File: src/rtl/selfadd_pkg.sv
// Shared definitions for the self-add accumulator result path.
package selfadd_pkg;

    // Width of one accumulated sum.
    localparam int unsigned DATA_W = 16;
    // One (a, b) pair as packed into an output word.
    localparam int unsigned PAIR_W = 2 * DATA_W;

    // Occupancy counter width: must hold 0..depth inclusive.
    function automatic int unsigned fill_w(input int unsigned depth);
        return $clog2(depth) + 1;
    endfunction

endpackage

File: src/rtl/selfadd_word_fifo.sv
// First-word-fall-through FIFO for packed result words.
// The caller guarantees push only when not full (or full with a same-cycle pop)
// and pop only when not empty.
module selfadd_word_fifo #(
    parameter int unsigned WIDTH = 128,
    parameter int unsigned DEPTH = 4
) (
    input  logic                     clk,
    input  logic                     rst,
    input  logic                     clr,
    input  logic                     push,
    input  logic [WIDTH-1:0]         push_data,
    input  logic                     pop,
    output logic [WIDTH-1:0]         head_data,
    output logic                     full,
    output logic                     empty,
    output logic [$clog2(DEPTH):0]   count
);

    localparam int unsigned AW = $clog2(DEPTH);
    localparam int unsigned CW = AW + 1;

    logic [WIDTH-1:0] r_mem [DEPTH];
    logic [AW-1:0]    r_wr_ptr;
    logic [AW-1:0]    r_rd_ptr;
    logic [CW-1:0]    r_count;

    // Storage write; full+push+pop overwrites the slot being popped, which is safe
    // because the old head is read before the edge.
    always_ff @(posedge clk) begin
        if (push && !clr) begin
            r_mem[r_wr_ptr] <= push_data;
        end
    end

    // Pointer and occupancy tracking.
    always_ff @(posedge clk or negedge rst) begin
        if (!rst) begin
            r_wr_ptr <= '0;
            r_rd_ptr <= '0;
            r_count  <= '0;
        end else if (clr) begin
            r_wr_ptr <= '0;
            r_rd_ptr <= '0;
            r_count  <= '0;
        end else begin
            if (push) begin
                r_wr_ptr <= r_wr_ptr + AW'(1);
            end
            if (pop) begin
                r_rd_ptr <= r_rd_ptr + AW'(1);
            end
            case ({push, pop})
                2'b10:   r_count <= r_count + CW'(1);
                2'b01:   r_count <= r_count - CW'(1);
                default: r_count <= r_count;
            endcase
        end
    end

    assign empty     = (r_count == '0);
    assign full      = (r_count == CW'(DEPTH));
    assign count     = r_count;
    // Gate the head so an empty FIFO presents zero instead of stale storage.
    assign head_data = empty ? '0 : r_mem[r_rd_ptr];

endmodule

File: src/rtl/selfadd_result_packer.sv
// Packs PACK_N consecutive (a, b) accumulator results into one wide word and
// buffers words in a FWFT FIFO with valid/ready output and a halt back-channel.
// Optional build macro: SELFADD_PACK_RELU_EN clamps negative sums to zero before packing.
module selfadd_result_packer
    import selfadd_pkg::*;
#(
    parameter int unsigned PACK_N     = 4,
    parameter int unsigned FIFO_DEPTH = 4
) (
    input  logic                             clk,
    input  logic                             rst,
    input  logic                             usr_rst,
    input  logic [DATA_W-1:0]                in_data_a,
    input  logic [DATA_W-1:0]                in_data_b,
    input  logic                             in_v,
    output logic                             halt,
    output logic [PACK_N*PAIR_W-1:0]         out_data,
    output logic                             out_v,
    input  logic                             out_rdy,
    output logic                             ovf,
    output logic [fill_w(FIFO_DEPTH)-1:0]    fill
);

    localparam int unsigned FILL_W = fill_w(FIFO_DEPTH);
    localparam int unsigned WORD_W = PACK_N * PAIR_W;
    localparam int unsigned CNT_W  = $clog2(PACK_N);
    localparam logic [CNT_W-1:0] LAST_SLOT = CNT_W'(PACK_N - 1);

    function automatic logic [DATA_W-1:0] clamp_sum(input logic [DATA_W-1:0] sum);
`ifdef SELFADD_PACK_RELU_EN
        return sum[DATA_W-1] ? '0 : sum;
`else
        return sum;
`endif
    endfunction

    logic [WORD_W-1:0] r_pack;
    logic [CNT_W-1:0]  r_pack_cnt;
    logic              r_ovf;

    logic [WORD_W-1:0] w_pack_nxt;
    logic [CNT_W-1:0]  w_pack_cnt_nxt;
    logic              w_ovf_nxt;
    logic [PAIR_W-1:0] w_pair;
    logic [WORD_W-1:0] w_word;
    logic              w_last;
    logic              w_pop;
    logic              w_push;
    logic              w_can_push;
    logic              w_full;
    logic              w_empty;
    logic [FILL_W-1:0] w_count;

    assign w_pair     = {clamp_sum(in_data_b), clamp_sum(in_data_a)};
    assign w_last     = (r_pack_cnt == LAST_SLOT);
    assign w_pop      = ~w_empty & out_rdy & ~usr_rst;
    assign w_can_push = ~w_full | w_pop;
    assign w_push     = in_v & w_last & w_can_push & ~usr_rst;

    // Completed word: partial pack with the incoming pair in the top slot.
    always_comb begin
        w_word = r_pack;
        w_word[(PACK_N-1)*PAIR_W +: PAIR_W] = w_pair;
    end

    // Next-state for the pack register, slot counter and sticky overflow.
    always_comb begin
        w_pack_nxt     = r_pack;
        w_pack_cnt_nxt = r_pack_cnt;
        w_ovf_nxt      = r_ovf;
        if (usr_rst) begin
            w_pack_nxt     = '0;
            w_pack_cnt_nxt = '0;
            w_ovf_nxt      = 1'b0;
        end else if (in_v) begin
            if (!w_last) begin
                w_pack_nxt[int'(r_pack_cnt)*PAIR_W +: PAIR_W] = w_pair;
                w_pack_cnt_nxt = r_pack_cnt + CNT_W'(1);
            end else if (w_can_push) begin
                w_pack_nxt     = '0;
                w_pack_cnt_nxt = '0;
            end else begin
                // No room: drop the pair, keep the partial word intact.
                w_ovf_nxt = 1'b1;
            end
        end
    end

    // Pack state registers.
    always_ff @(posedge clk or negedge rst) begin
        if (!rst) begin
            r_pack     <= '0;
            r_pack_cnt <= '0;
            r_ovf      <= 1'b0;
        end else begin
            r_pack     <= w_pack_nxt;
            r_pack_cnt <= w_pack_cnt_nxt;
            r_ovf      <= w_ovf_nxt;
        end
    end

    selfadd_word_fifo #(
        .WIDTH (WORD_W),
        .DEPTH (FIFO_DEPTH)
    ) u_fifo (
        .clk       (clk),
        .rst       (rst),
        .clr       (usr_rst),
        .push      (w_push),
        .push_data (w_word),
        .pop       (w_pop),
        .head_data (out_data),
        .full      (w_full),
        .empty     (w_empty),
        .count     (w_count)
    );

    // Halt one slot early: the next final pair would need the last free entry.
    assign halt  = (w_count == FILL_W'(FIFO_DEPTH)) |
                   ((w_count == FILL_W'(FIFO_DEPTH - 1)) & w_last);
    assign out_v = ~w_empty;
    assign ovf   = r_ovf;
    assign fill  = w_count;

endmodule

File: config.mk
export PLATFORM = sky130hd
export DESIGN_NAME = selfadd_result_packer
export DESIGN_NICKNAME = d
export VERILOG_FILES = /design/src/rtl/selfadd_pkg.sv /design/src/rtl/selfadd_word_fifo.sv /design/src/rtl/selfadd_result_packer.sv
export SDC_FILE = /design/constraint.sdc
export NUM_CORES = 1
export LEC_CHECK = 0
export CAP_MARGIN = 15
export CORE_MARGIN = 5
export CORE_UTILIZATION = 50
export CTS_CLUSTER_DIAMETER = 40
export CTS_CLUSTER_SIZE = 24
export DETAILED_ROUTE_END_ITERATION = 7
export GPL_TIMING_DRIVEN = 0
export PLACE_DENSITY = 0.79
export REMOVE_ABC_BUFFERS = 1
export SETUP_SLACK_MARGIN = 0.2
export SLEW_MARGIN = 20
export SYNTH_ARGS = -nofsm -noshare
export SYNTH_HDL_FRONTEND = slang
export SYNTH_SLANG_ARGS = --single-unit
File: constraint.sdc
create_clock -name clk -period 27 [get_ports clk]
set_input_delay 4.05 -clock clk [delete_from_list [all_inputs] [get_ports clk]]
set_output_delay 4.05 -clock clk [all_outputs]
set_load 0.02 [all_outputs]
==> out/qor.txt <==
row cnt - 80
initial DRC count - 1153
setup_tns - 0 ns
EDFF count, synth - 512
power per standard cell area - 70.5 nW/um2
latest clock arrival within the worst-skew pair - 0.59 ns
Worst Max-Slew Pin Slew - 0.764 ns
core area - 47600 um2
largest net degree at the start of global routing - 82
Worst Setup End Kind - primary output
port bufs - 170
Root Buffer Master - clkbuf_16
largest family of logic cells by synthesized area - multiplexers
Total GRT Usage - 19.9%
Fmax - 135 MHz
drt total wl - 51400 um
TritonCTS Buffers - 70
RSZ-0062 raised after global routing - false
Seq. cell area - 18000 um2
Final Setup Violations - 0
CTS tree - yes
Placed Instance Area - 27300 um2
relative slew slack - 49.1%
HP Start - ovf
P_leak - 10.0 nW
Syn Area/Cell - 19.0 um2
crit-path max FO - 33
Seq/Total Area, Yosys - 74.9%
Compound-Gate Fraction of Synth Area - 3.20%
post-synthesis mux area share - 12.1%
Initial Util - 50.5%
Post-CTS Setup Bufs - 0
Final nets - 1574
Hold EP - ovf
area share of fa/ha/maj cells after synthesis - 0.499%
highest metal used - met4
period utilization - 27.4%
R2R Setup Slk - 23.05 ns
Hold Fails Final Rpt - 0
CP Launch Type - flip-flop
post-route minimum period - 7.40 ns
dominant cell type by area after synthesis - edfxtp_1
worst hold margin - 0.512 ns
final HPWL from detailed placement - 32700 um
Critical Path Start - u_fifo.r_rd_ptr[0]
Max Buffers Root-to-Sink - 3
WL per Instance - 23.4 um
cell with the most instances after synthesis - edfxtp_1
first-pass GRT wire length - 81400 um
Max VDD drop - 0.0000559 V
Crit Reg-Reg Endpoint - u_fifo.r_mem[0][78]
Primary FF master, synth - edfxtp_1
Sinks on Clock Net - 618
Remaining DRCs - 0
Hold Path Depth - 2
DR vias/cell - 5.76
Slew Viols, Final - 0
Yosys reg bits - 618
number of global-route vias before repair - 13.7k
Syn. warnings - 0
clk_skew - 0.0196 ns
Worst R2R Path Depth - 12
met3 WL - 3140 um
CTS clk-pin slew, worst paths - 0.06 ns
top-area cell type share of the netlist area - 63.9%
post-synth cell types - 44
Max Cap Viol - 0
XOR/XNOR share of the synthesized area - 0.182%
DR vias - 12.7k
share of post-route cells with drive strength above 1 - 23.5%
synth top area cells - edfxtp_1 (64%), mux4_2 (12%), dfrtp_1 (11%), and2_1 (3.4%), nand2b_1 (1.8%)
die width - 229 um
Post-synth top cells - edfxtp_1 (512), and2_1 (129), mux4_2 (128)
Post-CTS Hold Fix Bufs - 0
initial antenna violation count - 0
Design Area, Final - 29800 um2
Area Growth Syn to Fin - 23.9%
multi-input logic area - 5660 um2
WL met1 - 21100 um
utilization after layout - 62.6%
H-Tree Depth - 3
Die ar. - 52600 um2
Final GP Congestion - 0.691
met2 WL - 26200 um
# fillers - 3248
status - finished, final reports clean
worst min path class - flip-flop to flip-flop
ANT nets after route - 0
Pre-Repair DR Iteration Count - 5
Boundary Pins - 171
critical path class - flip-flop to primary output
Reg-to-Reg Start - r_pack_cnt[0]
Mapped Area - 24100 um2
simple-gate portion of the synthesized area - 7.34%
Worst EP required - 22.95 ns
PostCTS Resize Cnt - 0
CP Data Arrival Time - 3.35 ns
Die H - 229 um
Cells after Synth - 1263
post-synthesis async set-or-reset flop share - 17.2%
GRT Residual Overflow - 0
[report_power, final]
| part | total [mW] | switching [mW] | internal (mW) |
|---|---|---|---|
| Sequential | 1.04 | 0.00574 | 1.03 |
| Combinational | 0.0815 | 0.0455 | 0.0360 |
| Clock | 0.982 | 0.403 | 0.580 |
| Total | 2.10 | 0.454 | 1.65 |
[state kept, by name (all words and copies together), names as in the netlist]
signal,count
u_fifo.r_mem,512
r_pack,96
u_fifo.count,3
r_pack_cnt,2
u_fifo.r_rd_ptr,2
u_fifo.r_wr_ptr,2
ovf,1
[placed cells by master (no fill, tap or decap), types with 23 or more instances in the layout]
master             n
o21ai_1           23
dfrtp_1          104
clkbuf_16         74
buf_6             29
o21ai_0           45
a22o_1            32
buf_4             64
edfxtp_1         512
mux4_2           128
clkdlybuf4s50_1  168
and2_1           129
nand3_1           67
nand2b_1          68
[worst max path at each step]
stage / endpoint / slack, ns / cells after the start
2_1_floorplan: u_fifo.r_mem[0][0] / 12.36 / 3
3_3_place_gp: u_fifo.r_mem[1][23] / 1.17 / 4
3_5_place_dp: u_fifo.r_mem[0][119] / 19.21 / 12
4_1_cts: out_data[71] / 19.49 / 5
5_1_grt: out_data[71] / 19.39 / 5
6_report: out_data[71] / 19.60 / 5
[metal layers]
metal  vias to the layer above  global-route usage (%)
met5                         -                       0
met4                         0                    5.88
met3                        81                    3.91
met2                       467                    33.0
met1                      6624                    27.3
li1                       5511                       -
[critical path: stages (launching register included)]
cell and delay, ns:
dfrtp_4 0.80, buf_12 0.32, buf_16 0.29, mux4_2 0.55, and2_1 0.19, clkdlybuf4s50_1 0.55
[final cells by class]
| class | count | area share (%) |
|---|---|---|
| clock buffer | 82 | 6.35 |
| inverter | 6 | 0.0923 |
| antenna | 1 | 0.00840 |
| clock inverter | 47 | 1.95 |
| multi-input combinational | 556 | 19.0 |
| tap | 615 | 2.58 |
| sequential | 618 | 60.5 |
| timing repair buffer | 276 | 9.53 |
[cells by family (layout without fill, tap and decap cells)]
kind of cell / after synthesis / count (layout)
DFF: 618 / 618
and+or+nand+nor: 295 / 295
muxes: 130 / 130
AOI/OAI and AO/OA: 117 / 117
buffers and inverters: 89 / 411
adders and majority gates: 9 / 9
xor gates and xnor gates: 5 / 5
other: 0 / 1
[metrics by stage]
step / power, mW / setup slack [ns] / std cells
4_1_cts: 2.12 / 19.49 / 2200
6_report: 2.10 / 19.60 / 2201
2_1_floorplan: 1.09 / 12.36 / 1180
3_5_place_dp: 1.14 / 19.21 / 2071
3_3_place_gp: 1.14 / 1.17 / 1965
5_1_grt: 2.17 / 19.39 / 2200
Note: power is estimated with default switching activity, not from simulation.
